File: config.mk
export PLATFORM = sky130hd
export DESIGN_NAME = key_debounce_pulse_flat
export DESIGN_NICKNAME = d
export VERILOG_FILES = /design/src/rtl/key_debounce_pulse_pkg.sv /design/src/rtl/key_debounce_pulse_if.sv /design/src/rtl/key_debounce_pulse_channel.sv /design/src/rtl/key_debounce_pulse.sv /design/src/flat_wrapper.sv
export SDC_FILE = /design/constraint.sdc
export NUM_CORES = 1
export LEC_CHECK = 0
export ABC_CLOCK_PERIOD_IN_PS = 3100
export BUFFER_PORTS_ARGS = -buffer_cell sky130_fd_sc_hd__buf_2
export CORE_ASPECT_RATIO = 1.4
export CORE_UTILIZATION = 63
export CTS_CLUSTER_SIZE = 24
export DETAILED_ROUTE_END_ITERATION = 12
export PLACE_DENSITY = 0.87
export SYNTH_ARGS = -nofsm -noshare
export SYNTH_HDL_FRONTEND = slang
export SYNTH_HIERARCHICAL = 1
export SYNTH_SLANG_ARGS = --single-unit
File: constraint.sdc
create_clock -name clk -period 3.1 [get_ports clk]
set_clock_uncertainty 0.2 [all_clocks]
set_input_delay 0.62 -clock clk [delete_from_list [all_inputs] [get_ports clk]]
set_output_delay 0.62 -clock clk [all_outputs]
set_load 0.005 [all_outputs]
File: src/rtl/key_debounce_pulse_pkg.sv
// Shared state encoding and default timing for the key debounce block.
// Defaults assume a 50 MHz clk with a 20 ms debounce window and a 1 s long-press.
package key_debounce_pkg;

   typedef enum logic [1:0] {
      KEY_UP      = 2'd0,
      KEY_FILT_DN = 2'd1,
      KEY_DOWN    = 2'd2,
      KEY_FILT_UP = 2'd3
   } key_state_t;

   localparam int CLK_HZ      = 50_000_000;
   localparam int DEBOUNCE_MS = 20;

   localparam int DEFAULT_DEBOUNCE_CYCLES = (CLK_HZ / 1000) * DEBOUNCE_MS;
   localparam int DEFAULT_LONG_CYCLES     = CLK_HZ;

endpackage

File: src/rtl/key_debounce_pulse_if.sv
// Raw key pins in, debounced level and event pulses out.
// The master side drives the pins; the slave side is the debouncer.
interface key_debounce_pulse_if #(
   parameter int NUM_KEYS = 2
);

   logic [NUM_KEYS-1:0] key_in;
   logic [NUM_KEYS-1:0] key_level;
   logic [NUM_KEYS-1:0] key_press;
   logic [NUM_KEYS-1:0] key_release;
   logic [NUM_KEYS-1:0] key_long;

   modport master (
      output key_in,
      input  key_level,
      input  key_press,
      input  key_release,
      input  key_long
   );

   modport slave (
      input  key_in,
      output key_level,
      output key_press,
      output key_release,
      output key_long
   );

endinterface

File: src/rtl/key_debounce_pulse_channel.sv
// One active-low key: 2-flop synchroniser, debounce FSM, long-press timer.
//
//   state       | meaning
//   ------------+-------------------------------------------------------
//   KEY_UP      | debounced released, waiting for a low pin
//   KEY_FILT_DN | pin low, counting stable cycles before accepting press
//   KEY_DOWN    | debounced pressed, long-press timer running
//   KEY_FILT_UP | pin high, counting stable cycles before accepting release
module key_debounce_channel
   import key_debounce_pkg::*;
#(
   parameter int DEBOUNCE_CYCLES = DEFAULT_DEBOUNCE_CYCLES,
   parameter int LONG_CYCLES     = DEFAULT_LONG_CYCLES
) (
   input  logic clk,
   input  logic rst_n,
   input  logic key_in,
   output logic key_level,
   output logic key_press,
   output logic key_release,
   output logic key_long
);

   localparam int CW = $clog2(DEBOUNCE_CYCLES);
   localparam int LW = $clog2(LONG_CYCLES + 1);

   localparam logic [CW-1:0] CNT_LAST  = CW'(DEBOUNCE_CYCLES - 1);
   localparam logic [CW-1:0] CNT_ONE   = CW'(1);
   localparam logic [LW-1:0] LONG_LAST = LW'(LONG_CYCLES - 1);
   localparam logic [LW-1:0] LONG_MAX  = LW'(LONG_CYCLES);
   localparam logic [LW-1:0] LONG_ONE  = LW'(1);

   logic          sync1, sync2;
   key_state_t    state_q, state_d;
   logic [CW-1:0] cnt_q, cnt_d;
   logic [LW-1:0] long_q, long_d;
   logic          level_d, press_d, release_d, long_pulse_d;

   always_ff @(posedge clk or negedge rst_n) begin
      if (!rst_n) begin
         sync1       <= 1'b1;
         sync2       <= 1'b1;
         state_q     <= KEY_UP;
         cnt_q       <= '0;
         long_q      <= '0;
         key_level   <= 1'b1;
         key_press   <= 1'b0;
         key_release <= 1'b0;
         key_long    <= 1'b0;
      end else begin
         sync1       <= key_in;
         sync2       <= sync1;
         state_q     <= state_d;
         cnt_q       <= cnt_d;
         long_q      <= long_d;
         key_level   <= level_d;
         key_press   <= press_d;
         key_release <= release_d;
         key_long    <= long_pulse_d;
      end
   end

   always_comb begin
      state_d      = state_q;
      cnt_d        = cnt_q;
      long_d       = long_q;
      level_d      = key_level;
      press_d      = 1'b0;
      release_d    = 1'b0;
      long_pulse_d = 1'b0;
      case (state_q)
         KEY_UP: begin
            if (!sync2) begin
               state_d = KEY_FILT_DN;
               cnt_d   = '0;
            end
         end
         KEY_FILT_DN: begin
            if (sync2) begin
               state_d = KEY_UP;
            end else if (cnt_q == CNT_LAST) begin
               state_d = KEY_DOWN;
               cnt_d   = '0;
               press_d = 1'b1;
               level_d = 1'b0;
            end else begin
               cnt_d = cnt_q + CNT_ONE;
            end
         end
         KEY_DOWN: begin
            if (sync2) begin
               state_d = KEY_FILT_UP;
               cnt_d   = '0;
            end else if (long_q != LONG_MAX) begin
               // Saturating at LONG_MAX makes the pulse one-shot per hold.
               long_d       = long_q + LONG_ONE;
               long_pulse_d = (long_q == LONG_LAST);
            end
         end
         KEY_FILT_UP: begin
            // A short high glitch keeps the long timer, so no re-arm.
            if (!sync2) begin
               state_d = KEY_DOWN;
            end else if (cnt_q == CNT_LAST) begin
               state_d   = KEY_UP;
               cnt_d     = '0;
               long_d    = '0;
               release_d = 1'b1;
               level_d   = 1'b1;
            end else begin
               cnt_d = cnt_q + CNT_ONE;
            end
         end
         default: begin
            state_d = KEY_UP;
         end
      endcase
   end

endmodule

File: src/rtl/key_debounce_pulse.sv
// Debounces NUM_KEYS active-low buttons into level plus press/release/long pulses.
// key[0] feeds the EEPROM write request, key[1] the read request.
module key_debounce_pulse
   import key_debounce_pkg::*;
#(
   parameter int NUM_KEYS        = 2,
   parameter int DEBOUNCE_CYCLES = DEFAULT_DEBOUNCE_CYCLES,
   parameter int LONG_CYCLES     = DEFAULT_LONG_CYCLES
) (
   input logic                  clk,
   input logic                  rst_n,
   key_debounce_pulse_if.slave  bus
);

   for (genvar g = 0; g < NUM_KEYS; g++) begin : g_ch
      key_debounce_channel #(
         .DEBOUNCE_CYCLES (DEBOUNCE_CYCLES),
         .LONG_CYCLES     (LONG_CYCLES)
      ) u_ch (
         .clk         (clk),
         .rst_n       (rst_n),
         .key_in      (bus.key_in[g]),
         .key_level   (bus.key_level[g]),
         .key_press   (bus.key_press[g]),
         .key_release (bus.key_release[g]),
         .key_long    (bus.key_long[g])
      );
   end

endmodule

File: src/flat_wrapper.sv
// flat-port wrapper written by rule: the top's interface ports become plain ports
module key_debounce_pulse_flat import key_debounce_pkg::*;
#(
   parameter int NUM_KEYS        = 2,
   parameter int DEBOUNCE_CYCLES = DEFAULT_DEBOUNCE_CYCLES,
   parameter int LONG_CYCLES     = DEFAULT_LONG_CYCLES
)
  (clk, rst_n, bus_key_in, bus_key_level, bus_key_press, bus_key_release, bus_key_long);
  key_debounce_pulse_if #(.NUM_KEYS(NUM_KEYS)) bus_i ();
  input logic clk;
  input logic rst_n;
  input wire logic [$bits(bus_i.key_in)-1:0] bus_key_in;
  output wire logic [$bits(bus_i.key_level)-1:0] bus_key_level;
  output wire logic [$bits(bus_i.key_press)-1:0] bus_key_press;
  output wire logic [$bits(bus_i.key_release)-1:0] bus_key_release;
  output wire logic [$bits(bus_i.key_long)-1:0] bus_key_long;
  assign bus_i.key_in = bus_key_in;
  assign bus_key_level = bus_i.key_level;
  assign bus_key_press = bus_i.key_press;
  assign bus_key_release = bus_i.key_release;
  assign bus_key_long = bus_i.key_long;
  key_debounce_pulse #(.NUM_KEYS(NUM_KEYS), .DEBOUNCE_CYCLES(DEBOUNCE_CYCLES), .LONG_CYCLES(LONG_CYCLES)) u_core (.clk(clk), .rst_n(rst_n), .bus(bus_i));
endmodule
# After elaboration in Yosys (flattened, before gate mapping)
# Index checks and enable logic that the tools add are counted.
# classes
reduce_logical	14
magnitude_cmp	0
n_eq_ne	32
div	0
multipliers	0
n_addsub	4
n_mux	62
n_shift	0
bitwise_logic	0
# ops
op	count
26-bit 2-to-1 mux	8
20-bit 2-to-1 mux	10
20-bit one-hot mux with 4 select lines	2
26-bit one-hot mux with 2 select lines	2
26-bit by 1-bit adder with 26-bit output (second input constant)	2
26-bit equality test (second input constant)	2
26-bit != test (second input constant)	2
20-bit by 1-bit adder with 20-bit output (second input constant)	2
20-bit equality test (second input constant)	2
2-bit != test (second input constant)	16
1-bit 2-to-1 mux	24
2-bit 2-to-1 mux	12
5-bit AND reduction	4
2-bit one-hot mux with 4 select lines	2
4-bit AND reduction	4
3-bit != test (second input constant)	4
2-bit equality test (second input constant)	4
2-bit nonzero test	4
2-bit by 1-bit equality test with 1-bit output (second input constant)	2
2-bit zero test	2
1-bit one-hot mux with 2 select lines	2
# word_totals
romBits	0
wordCells	130
out_inout_bits	8
memories	0
register_bits	108
mem_bits_rw	0
latch_bits	0

# Logic depth before layout (Yosys ltp)
# Gate-level depths: netlist of the first run.
# logic_depth
depth_word	4
ltp_mapped	9

# Hierarchy
# Netlist of the first run, hierarchy kept.
# by_module_without_submodules
module	cells_each	n_inst	area_per_inst_um2
key_debounce_channel at u_core.g_ch[1].u_ch	337	1	2990.4
key_debounce_channel at u_core.g_ch[0].u_ch	326	1	2977.9

# Least setup slack after synthesis of the first run
# OpenSTA, ideal clock, no wires.
# synth_path
path_kind	register -> register
start	register u_core.g_ch[0].u_ch.cnt_q[15]
end	register u_core.g_ch[0].u_ch.long_q[20]
n_path_buf	0
path_slack_ps	698
path_stages_with_launch	6
setup_time_ps	126
arrival_time_ps	2076
path_cell_list	dfrtp_1 or4_4 nor4_4 nand4_4 and2_4 a221o_1
# synth_via
elab_chain_len	3
# synth_rtl
element	line_no	text
from (decl)	key_debounce_pulse_channel.sv:35	logic [CW-1:0] cnt_q, cnt_d;
from (signal assigned)	key_debounce_pulse_channel.sv:54	cnt_q <= cnt_d;
20-bit equality test	key_debounce_pulse_channel.sv:104	end else if (cnt_q == CNT_LAST) begin
2-bit != test (no source line)	--	
5-bit AND reduction (no source line)	--	
to (signal assigned)	key_debounce_pulse_channel.sv:55	long_q <= long_d;
to (decl)	key_debounce_pulse_channel.sv:36	logic [LW-1:0] long_q, long_d;
# No other way between the ends.
# A chain may end at the register's enable or synchronous reset.

# Worst setup path in the final report of the first run
# layout_path
start	register u_core.g_ch[0].u_ch.cnt_q[15]
end	register u_core.g_ch[0].u_ch.long_q[3]
# The elaborated chain is that of the path after synthesis.

==> results.cfg, run 1 <==
[synthesis]
ys.flop_type = dfrtp_1
synth_common_cells = dfrtp_1 (102), nand2_1 (71), nand3_1 (45)
async_flop_share_pct = 100
synth_area_leaders = dfrtp_1 (43%), nand2_1 (4.5%), a31oi_1 (3.9%)
seq_area_frac_synth_pct = 45.4
syn-num-nets = 673
yosysMostFrequentCell = dfrtp_1
yosys.area.top_type = dfrtp_1
ys_types = 65
syn_area_um2 = 5970
synth-edff-count = 0
netlist_instances = 663
netlist.area_leader.share_pct = 42.8
synth_seq_cells = 108
synth_area_per_cell_um2 = 9.00
yosysWarningCount = 6

[global_route]
antenna_found_initial = 0
grt_use_total_pct = 29.3
overflow = 0
busiest_layer = met2
first_global_vias = 5094
grt_pass1_wl_mm = 23.1
grt_max_degree = 69
gr-usage-met3_pct = 4.35
use_met2_pct = 51.6
grt_use_met1_pct = 34.7

[power]
power.internal_w = 0.00207
p_sw_share_pct = 21.9
p_seq_share_pct = 54.2
power_density_nw_per_um2 = 416
pwr-share-clk_pct = 42.6
ir_drop_v = 0.000310
p_leak_nw = 2.77
comb_power_share_pct = 3.2
switching_power_w = 0.000582

[worst_setup_path]
critical-path-top-delay-family = simple AND/OR/NAND/NOR gates
r2r-start = u_core/g_ch[0].u_ch/cnt_q[15]
crit_start = u_core/g_ch[0].u_ch/cnt_q[15]
startpoint_type = flop
critPathSlowestCell = or4_4
crit_fanout = 15
max_stage_delay_ps = 570
arrival_ps = 2780
crit_cells = 5
critPathKind = flop to flop
crit_chain = or4_4, nor4_4, nand4_4, nand2_1, a31oi_1
worstRegToRegCells = 5
path_buf_inv = 0
worstPathRequired_ps = 3100
endpoint_kind = flop

[job]
drv_cap = 0

[route]
wl_per_cell_um = 17.3
antenna_left = 0
drc = 2
drt-pass1-iter-count = 10
drt_iter0_markers = 461
vias = 5282
via_per_inst = 6.82
drt_wl_total_mm = 13.4

[sta]
slew_headroom_pct = 37.4
setup_ws_ps = 325
fin_tns_setup_ps = 0
worst_pin_slew_ps = 930
period_minus_slack_ps = 2780
fin_crit_sh_pct = 89.5
holdWs_ps = 161
slew_viol_final = 0
setup_viol = 0
fmax_mhz = 360
rsz0062_at_grt = false
hold_viol = 0

[cells_and_area]
final_area_um2 = 6390
area_delta_synth_final_pct = 7.07
drive_gt1_share_pct = 8.98
antenna_cells = 0
final_net_count = 673

[placement]
gp_congestion = 0.868
io_buffers = 11
dpl_cell_area_um2 = 6090
hpwl_mm = 9.08
post-place-ws_ps = 361

[min_path]
worstHoldPathType = flop to flop
hp-start = u_core/g_ch[1].u_ch/sync1
whs_path_depth = 0

[cts]
numCtsBuffers = 9
cts_tree = yes
h-tree-depth = 3
ctsRootBufferMaster = clkbuf_16
insertion_delay_ps = 350
cts_buffer_depth = 2
cts_sinks = 108
cts.repair.resized = 0
clkTransAtPathRegs_ps = 70

[outcome]
status = finished, violations left
violations = DRC

[die]
die_h_um = 117
io_pins = 12
dieWidth_um = 84.3
start_util_pct = 65.4
core.rowCount = 41
core-area_um2 = 9130
die_area_um2 = 9870
==> metal layers <==
layer  wire length (um)  up-vias
met5                  0        -
met4                355        0
met3                588       36
met2               6960      182
met1               5490     2587
li1                   -     2477
==> stage by stage <==
stage	instances	util [%]	power (W)
after CTS	775	70.0	0.00268
after global routing	775	70.0	0.00274
after detailed placement	758	66.7	0.00155
after global placement	758	66.7	0.00155
after floorplan	663	-	0.00150
final	775	70.0	0.00266
==> final timing paths <==
check | end | slack (ps)
setup / recovery | u_core/g_ch[0].u_ch/long_q[3] | 320
hold / removal | u_core/g_ch[1].u_ch/sync2 | 160
setup reg to reg | u_core/g_ch[0].u_ch/long_q[3] | 320
hold reg to reg | u_core/g_ch[1].u_ch/sync2 | 160
max in group asynchronous | u_core/g_ch[1].u_ch/sync1 | 1540
min in group asynchronous | u_core/g_ch[1].u_ch/long_q[8] | 490
==> worst reg2reg max path, stage by stage, from the launching register on <==
cell and delay, ps:
dfrtp_1 440, or4_4 570, nor4_4 480, nand4_4 270, nand2_1 490, a31oi_1 180
==> placed cells by master, fill, tap and decap left out, drive strengths merged, types with 11 or more instances in the layout <==
| cell type | instances |
|---|---|
| nand4 | 27 |
| xor2 | 11 |
| nand2 | 71 |
| inv | 25 |
| dfrtp | 102 |
| nor2 | 38 |
| nand3 | 45 |
| o21ai | 45 |
| a21oi | 34 |
| a31oi | 37 |
| nor4 | 12 |
| nor3 | 26 |
| and3 | 18 |
| buf | 22 |
==> cell type report <==
| class | instances | area (um2) |
|---|---|---|
| inverter | 24 | 90.1 |
| tap | 107 | 134 |
| multi-input combinational | 497 | 3000 |
| clock inverter | 6 | 62.6 |
| timing repair buffer | 23 | 163 |
| sequential | 108 | 2710 |
| clock buffer | 10 | 229 |
| fill | 706 | 2740 |
==> cell families (layout without fill, tap and decap cells) <==
family          count (synthesis)  in the layout  share of synthesized area [%]
buf+inv                        58             63                           4.30
flops                         108            108                           45.4
xor+xnor                       21             21                           3.08
compound gates                171            171                           18.3
fa+ha+maj                       6              6                           1.26
simple gates                  297            297                           27.3
mux                             2              2                          0.356
==> flip-flops by register name, indices dropped and copies added, names as in the netlist, named ones only <==
register and flops:
u_core/g_ch.u_ch/state_q 2, u_core/g_ch.u_ch/sync2 2, u_core/g_ch.u_ch/key_release 2, u_core/g_ch.u_ch/cnt_q 40, u_core/g_ch.u_ch/long_q 52, u_core/g_ch.u_ch/key_press 2
u_core/g_ch.u_ch/key_level 2, u_core/g_ch.u_ch/key_long 2, u_core/g_ch.u_ch/sync1 2
==> repair_timing <==
action,in CTS,in global routing
buffers inserted,0,0
hold buffers,1,0
hold endpoints to repair,17,0
==> power groups by stage <==
stage / clock, W / combinational, W / sequential (W)
2_1_floorplan: 0 / 0.0000421 / 0.00146
3_3_place_gp: 0 / 0.0000814 / 0.00147
3_5_place_dp: 0 / 0.0000853 / 0.00147
4_1_cts: 0.00115 / 0.0000867 / 0.00144
5_1_grt: 0.00120 / 0.0000986 / 0.00144
6_report: 0.00113 / 0.0000844 / 0.00144
Note: power is estimated with default switching activity, not from simulation.
==> run 2, diff against run 1 <==
--- a/config.mk
+++ b/config.mk
@@ -12,6 +12,7 @@
 export CTS_CLUSTER_SIZE = 24
 export DETAILED_ROUTE_END_ITERATION = 12
 export PLACE_DENSITY = 0.87
+export RECOVER_POWER = 25
 export SYNTH_ARGS = -nofsm -noshare
 export SYNTH_HDL_FRONTEND = slang
 export SYNTH_HIERARCHICAL = 1
==> results.cfg, run 2 (synthesized netlist as in run 1, its figures left out) <==
[cts]
ctsRootBufferMaster = clkbuf_16
insertion_delay_ps = 350
cts-hold-fix-buffers = 1
cts_tree = yes
clkTransAtPathRegs_ps = 70
numCtsBuffers = 9
cts.repair.resized = 0
cts_sinks = 108
h-tree-depth = 3
post_cts.repair.setup_buffers = 0
cts_buffer_depth = 2

[die]
io_pins = 12
core-area_um2 = 9130
core.rowCount = 41
die_area_um2 = 9870
die_h_um = 117
start_util_pct = 65.4
dieWidth_um = 84.3

[power]
p_sw_share_pct = 21.9
comb_power_share_pct = 3.1
pwr-share-clk_pct = 42.6
power_density_nw_per_um2 = 416
ir_drop_v = 0.000310
switching_power_w = 0.000580
power.internal_w = 0.00207
p_seq_share_pct = 54.3
power_w = 0.00265
p_leak_nw = 2.77

[sta]
fmax_mhz = 361
slew_viol_final = 0
slew_headroom_pct = 17.5
rsz0062_at_grt = false
fin_tns_setup_ps = 0
setup_ws_ps = 327
holdWs_ps = 161
setup_viol = 0
worst_pin_slew_ps = 1240
period_minus_slack_ps = 2770
fin_crit_sh_pct = 89.5
hold_viol = 0

[cells_and_area]
post-route-util_pct = 69.9
multiInputGateArea_um2 = 3000
drive_gt1_share_pct = 8.68
final_cell_mix = dfrtp_1 (102), nand2_1 (71), nand3_1 (45)
antenna_cells = 0
final_net_count = 673
nFillCells = 706
largest_reg_flops = 52
final_common_cell = dfrtp_1
largestRegisters = u_core/g_ch.u_ch/long_q: 52 flops, u_core/g_ch.u_ch/cnt_q: 40 flops
largest-register = u_core/g_ch.u_ch/long_q
regArea_um2 = 2710
area_delta_synth_final_pct = 6.94

[worst_setup_path]
worstRegToRegCells = 5
r2r-start = u_core/g_ch[0].u_ch/cnt_q[15]
reg2reg_to = u_core/g_ch[0].u_ch/long_q[3]
crit_start = u_core/g_ch[0].u_ch/cnt_q[15]
crit_fanout = 15
cp-endpoint = u_core/g_ch[0].u_ch/long_q[3]
worstPathRequired_ps = 3100
r2r_setup_slack_ps = 330
arrival_ps = 2780
critPathKind = flop to flop
endpoint_kind = flop
startpoint_type = flop

[global_route]
first_global_vias = 5094
grt_pass1_wl_mm = 23.1
antenna_found_initial = 0
grt_max_degree = 69
overflow = 0
grt_use_total_pct = 29.3

[route]
via_per_inst = 6.84
drt-pass1-iter-count = 10
antenna_left = 0
vias = 5301
drt_iter0_markers = 455
drc = 2
drt_wl_total_mm = 13.4
wl_per_cell_um = 17.3

[outcome]
violations = DRC
status = finished, violations left

[min_path]
hp-start = u_core/g_ch[1].u_ch/sync1
worstHoldPathType = flop to flop

[placement]
post-place-ws_ps = 361
gp_congestion = 0.868
io_buffers = 11
hpwl_mm = 9.08

[job]
drv_cap = 0
==> run 2: cell type report <==
class / count / share of cell area (%)
repair buffers: 23 / 2.43
well taps: 107 / 2.10
clock inverters: 6 / 0.980
flip-flops and latches: 108 / 42.5
multi-input cells: 497 / 47.0
clock buffers: 10 / 3.59
inverters: 24 / 1.41
==> run 2: critical path, stage by stage, from the launching register on <==
cell and delay (ps):
dfrtp_1 440, or4_4 560, nor4_4 480, nand4_4 260, nand2_1 500, a31oi_1 180
==> run 2: worst min-delay path by stage <==
| stage | endpoint | slack [ps] | cells after the start |
|---|---|---|---|
| after floorplan | async pin | 120 | 0 |
| after global placement | u_core/g_ch[0].u_ch/sync2 | 150 | 0 |
| after detailed placement | u_core/g_ch[1].u_ch/sync2 | 150 | 0 |
| after CTS | u_core/g_ch[1].u_ch/sync2 | 160 | 0 |
| after global routing | u_core/g_ch[0].u_ch/sync2 | 160 | 0 |
| final | u_core/g_ch[1].u_ch/sync2 | 160 | 0 |
==> run 2: metrics by stage <==
step,std cells,cell area [um2]
global route,775,6380
CTS,775,6390
finish,775,6380
floorplan,663,5970
detailed placement,758,6090
global placement,758,6090
==> run 2: layer usage <==
metal | vias up | track usage (%) | part of all wire, %
met5 | - | 0 | 0
li1 | 2473 | - | -
met4 | 0 | 16.4 | 2.6
met1 | 2589 | 34.7 | 41
met3 | 38 | 4.35 | 4.4
met2 | 201 | 51.6 | 52
==> run 2: power groups by stage <==
stage	registers (W)	clock network, W	logic, W
after floorplan	0.00146	0	0.0000421
after global placement	0.00147	0	0.0000814
after detailed placement	0.00147	0	0.0000853
after CTS	0.00144	0.00115	0.0000867
after global routing	0.00144	0.00120	0.0000973
final	0.00144	0.00113	0.0000833
==> run 3, diff against run 2 <==
--- a/config.mk
+++ b/config.mk
@@ -7,11 +7,13 @@
 export LEC_CHECK = 0
 export ABC_CLOCK_PERIOD_IN_PS = 3100
 export BUFFER_PORTS_ARGS = -buffer_cell sky130_fd_sc_hd__buf_2
+export CELL_PAD_IN_SITES_DETAIL_PLACEMENT = 0
+export CELL_PAD_IN_SITES_GLOBAL_PLACEMENT = 1
 export CORE_ASPECT_RATIO = 1.4
-export CORE_UTILIZATION = 63
+export CORE_UTILIZATION = 49
 export CTS_CLUSTER_SIZE = 24
 export DETAILED_ROUTE_END_ITERATION = 12
-export PLACE_DENSITY = 0.87
+export PLACE_DENSITY_LB_ADDON = 0.1
 export RECOVER_POWER = 25
 export SYNTH_ARGS = -nofsm -noshare
 export SYNTH_HDL_FRONTEND = slang
==> results.cfg, run 3 (synthesized netlist as in run 1, its figures left out) <==
[outcome]
status = finished, violations left
violations = capacitance limit, slew limit

[sta]
fin_tns_setup_ps = 0
fin_crit_sh_pct = 87.8
slew_viol_final = 71
hold_viol = 0
worst_pin_slew_ps = 1780
setup_viol = 0
fmax_mhz = 367
period_minus_slack_ps = 2720
rsz0062_at_grt = false
slew_headroom_pct = -18.8

[cts]
post_cts.repair.setup_buffers = 0
cts_buffer_depth = 2
cts.repair.resized = 0
numCtsBuffers = 9
clkTransAtPathRegs_ps = 70
h-tree-depth = 3
cts_sinks = 108
cts-hold-fix-buffers = 0
ctsRootBufferMaster = clkbuf_16
cts_tree = yes
insertion_delay_ps = 350

[cells_and_area]
nFillCells = 1074
final_net_count = 675
final_area_um2 = 6440
post-route-util_pct = 54.5
area_delta_synth_final_pct = 7.97
final_common_cell = dfrtp_1
largest_reg_flops = 52
drive_gt1_share_pct = 8.96
largest-register = u_core/g_ch.u_ch/long_q
final_cell_mix = dfrtp_1 (102), nand2_1 (71), nand3_1 (45)
antenna_cells = 0
largestRegisters = u_core/g_ch.u_ch/long_q: 52 flops, u_core/g_ch.u_ch/cnt_q: 40 flops

[global_route]
overflow = 0
antenna_found_initial = 0
grt_use_total_pct = 23.1
grt_pass1_wl_mm = 23.3
grt_max_degree = 71
first_global_vias = 4834

[die]
start_util_pct = 50.5
die_h_um = 133
die_area_um2 = 12600
io_pins = 12
dieWidth_um = 95.3
core.rowCount = 47
core-area_um2 = 11800

[worst_setup_path]
critPathKind = flop to flop
endpoint_kind = flop
crit_fanout = 15
worstPathRequired_ps = 3090
startpoint_type = flop
arrival_ps = 2720

[route]
via_per_inst = 6.22
drt_wl_total_mm = 13.9
drt-pass1-iter-count = 7
drt_iter0_markers = 242
antenna_left = 0
vias = 5085
drc = 0
wl_per_cell_um = 17.1

[placement]
gp_congestion = 0.814
dpl_cell_area_um2 = 6160
io_buffers = 11
hpwl_mm = 9.43

[min_path]
worstHoldPathType = input port to async pin

[power]
power_density_nw_per_um2 = 419
ir_drop_v = 0.000229
p_leak_nw = 2.78

[job]
drv_cap = 1
==> run 3: cell count changes in the layout (fill, tap and decap cells not counted) <==
cell | before | now
buf_12 | 1 | 0
buf_4 | 9 | 13
clkbuf_1 | 3 | 4
clkbuf_4 | 0 | 1
clkbuf_8 | 0 | 2
clkinv_2 | 3 | 1
clkinv_4 | 1 | 0
dlygate4sd3_1 | 1 | 0
inv_6 | 1 | 0
==> run 3: routing by layer <==
layer	track usage, %	up-vias	part of all wire, %
met3	3.62	16	3.1
met1	28.7	2494	44
met2	40.8	99	51
li1	-	2476	-
met5	0	-	0
met4	6.48	0	1.2
==> run 3: layout make-up <==
type / instances / area, um2 / area share [%]
Multi-Input combinational cell: 497 / 3000 / 46.6
Tap cell: 147 / 184 / 2.85
Inverter: 24 / 90.1 / 1.40
Timing Repair Buffer: 25 / 159 / 2.47
Sequential cell: 108 / 2710 / 42.1
Clock inverter: 2 / 35.0 / 0.544
Clock buffer: 14 / 264 / 4.10
==> run 3: report_power, final <==
group	switching [W]	internal, W	total (W)	leakage, nW
combinational	0.0000610	0.0000217	0.0000827	1.15
clock	0.000504	0.000672	0.00118	0.147
sequential	0.0000161	0.00142	0.00144	1.48
total	0.000581	0.00212	0.00270	2.78
==> run 3: worst max-delay path, cell delays in order, from the launching register on <==
cell and delay, ps:
dfrtp_1 430, or4_4 560, nor4_4 440, nand4_4 240
nand2_1 520, a31oi_1 180
==> run 3: final timing paths <==
check	from	endpoint	slack [ps]	cells past startpoint
setup / recovery	u_core/g_ch[0].u_ch/cnt_q[15]	u_core/g_ch[0].u_ch/long_q[3]	380	5
setup reg to reg	u_core/g_ch[0].u_ch/cnt_q[15]	u_core/g_ch[0].u_ch/long_q[3]	380	5
hold reg to reg	u_core/g_ch[0].u_ch/sync1	u_core/g_ch[0].u_ch/sync2	160	0
max in group asynchronous	rst_n	u_core/g_ch[0].u_ch/long_q[12]	970	2
min in group clk	u_core/g_ch[0].u_ch/sync1	u_core/g_ch[0].u_ch/sync2	160	0
hold / removal	rst_n	u_core/g_ch[1].u_ch/long_q[7]	150	2
==> run 3: stage by stage <==
step | power [W] | instances | hold WS [ps] | worst slack, ps
final | 0.00270 | 817 | 146 | 377
after global routing | 0.00280 | 817 | 161 | 202
after floorplan | 0.00150 | 663 | 124 | 698
after detailed placement | 0.00156 | 801 | 148 | 363
after global placement | 0.00155 | 801 | 147 | 455
after CTS | 0.00274 | 817 | 91.9 | 360
